--- src/rtl/iterst_pkg.sv ---
// Shared types and the step function for the iterated-state scheduler.
package iterst_pkg;

  localparam int unsigned ITERST_CNT_W    = 16;
  // Widest data word and channel id the scheduler can carry.
  localparam int unsigned ITERST_MAX_W    = 32;
  localparam int unsigned ITERST_ID_MAX_W = 4;

  // Registered response payload, sized for the widest configuration.
  typedef struct packed {
    logic [ITERST_ID_MAX_W-1:0] id;
    logic [ITERST_MAX_W-1:0]    data;
  } iterst_resp_t;

  // One step of the iterated-state device: returns {out, st_next}.
  function automatic logic [2*ITERST_MAX_W-1:0] iterst_step(
    input logic [ITERST_MAX_W-1:0] din,
    input logic [ITERST_MAX_W-1:0] st
  );
    return {din ^ st, din};
  endfunction

endpackage

--- src/rtl/iterst_rr_arb.sv ---
// Combinational round-robin arbiter: first requester at or after ptr wins.
module iterst_rr_arb #(
  parameter int unsigned NCH = 4,
  localparam int unsigned IDW = (NCH > 1) ? $clog2(NCH) : 1
) (
  input  logic [NCH-1:0] req,
  input  logic [IDW-1:0] ptr,
  input  logic           en,
  output logic [NCH-1:0] grant,
  output logic [IDW-1:0] grant_idx
);

  logic           found;
  logic [IDW:0]   sum;
  logic [IDW-1:0] idx;

  // Scan channels ptr, ptr+1, ... (mod NCH) and grant the first one requesting.
  always_comb begin
    grant     = '0;
    grant_idx = '0;
    found     = 1'b0;
    sum       = '0;
    idx       = '0;
    for (int unsigned k = 0; k < NCH; k++) begin
      sum = {1'b0, ptr} + (IDW+1)'(k);
      if (sum >= (IDW+1)'(NCH)) begin
        sum = sum - (IDW+1)'(NCH);
      end
      idx = sum[IDW-1:0];
      if (en && !found && req[idx]) begin
        grant[idx] = 1'b1;
        grant_idx  = idx;
        found      = 1'b1;
      end
    end
  end

endmodule

--- src/rtl/iterst_sched.sv ---
// Round-robin scheduler sharing one iterated-state step datapath among NCH
// requesters, each with its own state word, behind a registered response port.
// Optional accepted-step counter enabled by defining ITERST_SCHED_STATS_EN.
// DATA_W up to 32, NCH 2..16.
module iterst_sched
  import iterst_pkg::*;
#(
  parameter int unsigned NCH    = 4,
  parameter int unsigned DATA_W = 1,
  localparam int unsigned IDW   = (NCH > 1) ? $clog2(NCH) : 1
) (
  input  logic                    clk,
  input  logic                    rst,
  input  logic [NCH-1:0]          req_valid,
  input  logic [NCH*DATA_W-1:0]   req_data,
  output logic [NCH-1:0]          req_ready,
  output logic                    resp_valid,
  output logic [DATA_W-1:0]       resp_data,
  output logic [IDW-1:0]          resp_id,
  input  logic                    resp_ready
`ifdef ITERST_SCHED_STATS_EN
  ,
  output logic [ITERST_CNT_W-1:0] step_count
`endif
);

  logic                      can_accept;
  logic                      accept;
  logic [NCH-1:0]            grant;
  logic [IDW-1:0]            grant_idx;
  logic [DATA_W-1:0]         sel_data;
  logic [DATA_W-1:0]         sel_st;
  logic [2*ITERST_MAX_W-1:0] step;
  logic [IDW:0]              ptr_inc;

  logic [DATA_W-1:0] st_q [NCH];
  logic [DATA_W-1:0] st_d [NCH];
  iterst_resp_t      resp_q, resp_d;
  logic              resp_valid_q, resp_valid_d;
  logic [IDW-1:0]    ptr_q, ptr_d;

  // A new response may be loaded when the register is empty or draining now.
  assign can_accept = !resp_valid_q || resp_ready;

  iterst_rr_arb #(.NCH(NCH)) u_arb (
    .req       (req_valid),
    .ptr       (ptr_q),
    .en        (can_accept && !rst),
    .grant     (grant),
    .grant_idx (grant_idx)
  );

  assign req_ready = grant;
  assign accept    = |grant;

  // Select the granted channel's data and state word (one-hot AND-OR mux).
  always_comb begin
    sel_data = '0;
    sel_st   = '0;
    for (int unsigned i = 0; i < NCH; i++) begin
      if (grant[i]) begin
        sel_data = sel_data | req_data[i*DATA_W +: DATA_W];
        sel_st   = sel_st | st_q[i];
      end
    end
  end

  assign step = iterst_step(ITERST_MAX_W'(sel_data), ITERST_MAX_W'(sel_st));

  // Pointer moves to the channel after the one just granted.
  always_comb begin
    ptr_inc = {1'b0, grant_idx} + (IDW+1)'(1);
    if (ptr_inc >= (IDW+1)'(NCH)) begin
      ptr_inc = '0;
    end
  end

  // Next state for the state bank, response register and pointer.
  always_comb begin
    st_d         = st_q;
    resp_d       = resp_q;
    resp_valid_d = resp_valid_q;
    ptr_d        = ptr_q;
    if (accept) begin
      resp_d.data  = step[2*ITERST_MAX_W-1:ITERST_MAX_W];
      resp_d.id    = ITERST_ID_MAX_W'(grant_idx);
      resp_valid_d = 1'b1;
      ptr_d        = ptr_inc[IDW-1:0];
      for (int unsigned i = 0; i < NCH; i++) begin
        if (grant[i]) begin
          st_d[i] = step[DATA_W-1:0];
        end
      end
    end else if (resp_ready) begin
      resp_valid_d = 1'b0;
    end
  end

  // State register; reset discards any in-flight response and clears all state.
  always_ff @(posedge clk or posedge rst) begin
    if (rst) begin
      for (int unsigned i = 0; i < NCH; i++) begin
        st_q[i] <= '0;
      end
      resp_q       <= '0;
      resp_valid_q <= 1'b0;
      ptr_q        <= '0;
    end else begin
      st_q         <= st_d;
      resp_q       <= resp_d;
      resp_valid_q <= resp_valid_d;
      ptr_q        <= ptr_d;
    end
  end

  assign resp_valid = resp_valid_q;
  assign resp_data  = resp_q.data[DATA_W-1:0];
  assign resp_id    = resp_q.id[IDW-1:0];

  // Payload bits beyond the configured widths are carried but never read.
  logic unused_bits;
  assign unused_bits = ^{resp_q, step};

`ifdef ITERST_SCHED_STATS_EN
  logic [ITERST_CNT_W-1:0] cnt_q, cnt_d;

  // Saturating count of accepted steps.
  always_comb begin
    cnt_d = cnt_q;
    if (accept && (cnt_q != '1)) begin
      cnt_d = cnt_q + ITERST_CNT_W'(1);
    end
  end

  // Counter register.
  always_ff @(posedge clk or posedge rst) begin
    if (rst) begin
      cnt_q <= '0;
    end else begin
      cnt_q <= cnt_d;
    end
  end

  assign step_count = cnt_q;
`endif

endmodule
--- config.mk ---
export PLATFORM = sky130hd
export DESIGN_NAME = iterst_sched
export DESIGN_NICKNAME = d
export VERILOG_FILES = /design/src/rtl/iterst_pkg.sv /design/src/rtl/iterst_rr_arb.sv /design/src/rtl/iterst_sched.sv
export SDC_FILE = /design/constraint.sdc
export NUM_CORES = 1
export LEC_CHECK = 0
export ABC_CLOCK_PERIOD_IN_PS = 3300
export CORE_UTILIZATION = 36
export DETAILED_ROUTE_END_ITERATION = 10
export DONT_BUFFER_PORTS = 1
export PLACE_DENSITY = 0.56
export SLEW_MARGIN = 20
export SYNTH_ARGS = -nofsm -noshare
export SYNTH_HDL_FRONTEND = slang
export SYNTH_SLANG_ARGS = --single-unit
--- constraint.sdc ---
create_clock -name clk -period 3.3 [get_ports clk]
set_input_delay 0 -clock clk [delete_from_list [all_inputs] [get_ports clk]]
set_output_delay 0 -clock clk [all_outputs]
set_load 0.01 [all_outputs]
==> results_dict.tcl <==
set metrics [dict create \
    wl_met3_um 128 \
    path_buf_inv 2 \
    clk_pin_slew_ns 0.06 \
    cap_viol_max_count 0 \
    htreeDepth 1 \
    syn-num-nets 124 \
    final_net_count 130 \
    n_fill_cell 277 \
    critical_path_class "flip-flop to flip-flop" \
    port_buffers 0 \
    syn_area_per_cell_um2 10.1 \
    die_h_um 56.4 \
    grt_max_degree 14 \
    drt_pass1_iterations 4 \
    layout-drive-gt1-share_pct 22.0 \
    hold_path_class "primary input to flip-flop" \
    wl_um 2420 \
    setup_viol 0 \
    vias_per_cell 6.54 \
    cp.arrival_ns 3.27 \
    cts_tree "done" \
    cts_buffers 3 \
    grt_pass1_wl_um 4170 \
    fin_setup_tns_ns 0 \
    dieArea_um2 3180 \
    cp_slowest_cell "nor4_4" \
    grt-ovfl-total 0 \
    antenna_left 0 \
    antenna_found_initial 0 \
    seq_area_um2 250 \
    fin_total_pwr_uw 961 \
    period_share_pct 95.0 \
    outcome "finished clean" \
    gp_congestion 0.898 \
    vias 915 \
    path_cells "inv_1, ha_1, buf_4, mux4_2, nor2b_4, and2_4, a221o_2, nor4_4, mux2_4" \
    synth_warnings 0 \
    clock_sinks 10 \
    p_per_area_nw_per_um2 853 \
    post_cts_buffers 0 \
    mostFrequentLayoutCell "nand2_1" \
    die_width_um 56.4 \
    required_ns 3.44 \
    grt_pass1_vias 881 \
    critical_path.max_fanout 8 \
    multi_input_area_um2 749 \
    grt_use_total_pct 16.5 \
    critPathMaxStageDelay_ns 0.61 \
    ctsResizeCount 0 \
    fin_skew_ns 0.00129 \
    irDropWorstVdd_v 0.000451 \
    clockBufferDepth 2 \
    p_leak_uw 0.000487 \
    route.met2.wl_um 1120 \
    top_layer_used "met4" \
    seq_area_frac_synth_pct 23.5 \
    hold_viol 0 \
    fmax_ghz 0.319 \
    syn-cell-area_um2 1060 \
    syn_to_final_growth_pct 5.88 \
    wl_met1_um 1130 \
    ys_ff_latch 10 \
    worst_pin_slew_ns 0.609 \
    clock_tree.root_cell "clkbuf_4" \
    dp_hpwl_um 1860 \
    synth_cells 105 \
    final.min_clock_period_ns 3.14 \
    path_delay_family "simple AND/OR/NAND/NOR gates" \
    drt_iter0_drc 26 \
    netlist-cell-type-count 41 \
    rows 19 \
    maxSlewViolCount 0 \
    rsz0062_at_grt "no" \
    io_pins 19 \
    clock_latency_ns 0.25 \
    final_cell_mix "nand2_1 (14), dfrtp_1 (10), ha_1 (8)" \
    start_util_pct 38.2 \
    n_antenna_cell 0 \
    slew_headroom_pct 59.1 \
    critPathLaunchType "flip-flop" \
    drc 0 \
    core_area_um2 2780 \
    wl_per_cell_um 17.3 \
    end_kind "flip-flop" \
]
where the power goes:
part | internal, uW | switching (uW)
sequential | 179 | 53.1
clock | 41.7 | 34.7
combinational | 303 | 349
total | 524 | 437
cell type report:
cell class                 count  share of cell area, %
clock buffer                   3                   2.00
inverter                       4                   1.33
multi-input combinational     86                   66.6
sequential                    10                   22.2
tap                           31                   3.44
timing repair buffer           6                   4.44
per-stage QoR:
stage	hold WS [ns]	util, %	std cells	worst slack [ns]	cell area, um2
after floorplan	-0.139	-	105	0.0813	1060
after global placement	-0.0943	39.0	135	0.199	1080
after detailed placement	-0.0868	39.0	135	0.154	1080
after CTS	0.00592	40.5	140	0.135	1130
after global routing	0.0516	40.5	140	0.0191	1130
final	0.0128	40.5	140	0.165	1130
routing by layer:
metal,track usage [%],vias up
li1,-,421
met2,25.7,44
met4,8.71,0
met3,1.61,10
met1,22.6,440
met5,0,-
state kept, by name, indices dropped and copies added (netlist names), named ones only:
name and flops:
ptr_q 1, resp_data 1, resp_id 2, resp_valid 1, st_q 4
cell families (layout without fill, tap and decap cells):
family / after synthesis / after routing / synth area share [%]
flip-flops: 10 / 10 / 23.5
XOR/XNOR: 2 / 2 / 1.65
AO/OA/AOI/OAI: 31 / 31 / 23.9
AND/OR/NAND/NOR: 31 / 31 / 16.1
adder cells (fa/ha/maj): 8 / 8 / 9.41
multiplexers: 14 / 14 / 19.4
buffers and inverters: 9 / 13 / 6.00
synthesized netlist by cell type:
cell,n,share of area [%]
o32ai_1,1,0.82
a221oi_1,1,0.82
buf_6,3,3.2
nor2b_4,1,1.3
o31a_1,1,0.82
nor4_4,1,2.0
and2_1,2,1.2
a221o_1,1,0.94
a222oi_1,2,1.9
nor3_1,2,0.94
nand3_1,3,1.4
o221ai_1,3,2.5
nor2b_1,2,1.2
a311o_1,1,0.94
nand2b_1,1,0.59
nor2_1,3,1.1
xnor2_1,1,0.82
dfrtp_1,10,24
mux2_1,1,1.1
a21o_1,1,0.71
o2111ai_1,1,0.82
a22oi_1,3,2.1
a211o_1,1,0.82
buf_4,2,1.4
ha_1,8,9.4
inv_1,3,1.1
and2_4,1,0.82
mux2_4,2,2.8
nand2_1,14,4.9
xor2_1,1,0.82
a21oi_1,4,1.9
o21ai_1,2,0.94
mux2i_1,3,2.8
mux4_2,4,8.5
o21ai_0,1,0.47
nand3b_1,1,0.71
a211oi_1,1,0.71
a221o_2,4,4.2
clkinv_1,1,0.35
mux2_2,4,4.2
a22o_1,3,2.5
path summary, 6_finish.rpt:
check                      slack (ns)                   from  cells past startpoint                      to
min                              0.01             resp_ready                      2  resp_valid$_DFFE_PP0P_
max reg2reg                      0.16              flip-flop                      9  resp_id[0]$_DFFE_PP0P_
max                              0.16              flip-flop                      9  resp_id[0]$_DFFE_PP0P_
min reg2reg                      0.56  resp_data$_DFFE_PP0P_                      2   resp_data$_DFFE_PP0P_
min in group asynchronous        0.19                    rst                      2  resp_valid$_DFFE_PP0P_
max in group asynchronous        2.81                    rst                      2     st_q[3]$_DFFE_PP0P_
repair_timing:
| action | CTS | global route |
|---|---|---|
| hold buffers | 2 | 0 |
| hold endpoints to repair | 11 | 0 |
| endpoints found under the setup margin | 0 | 2 |
No activity file was read; power rests on OpenSTA's default activity.
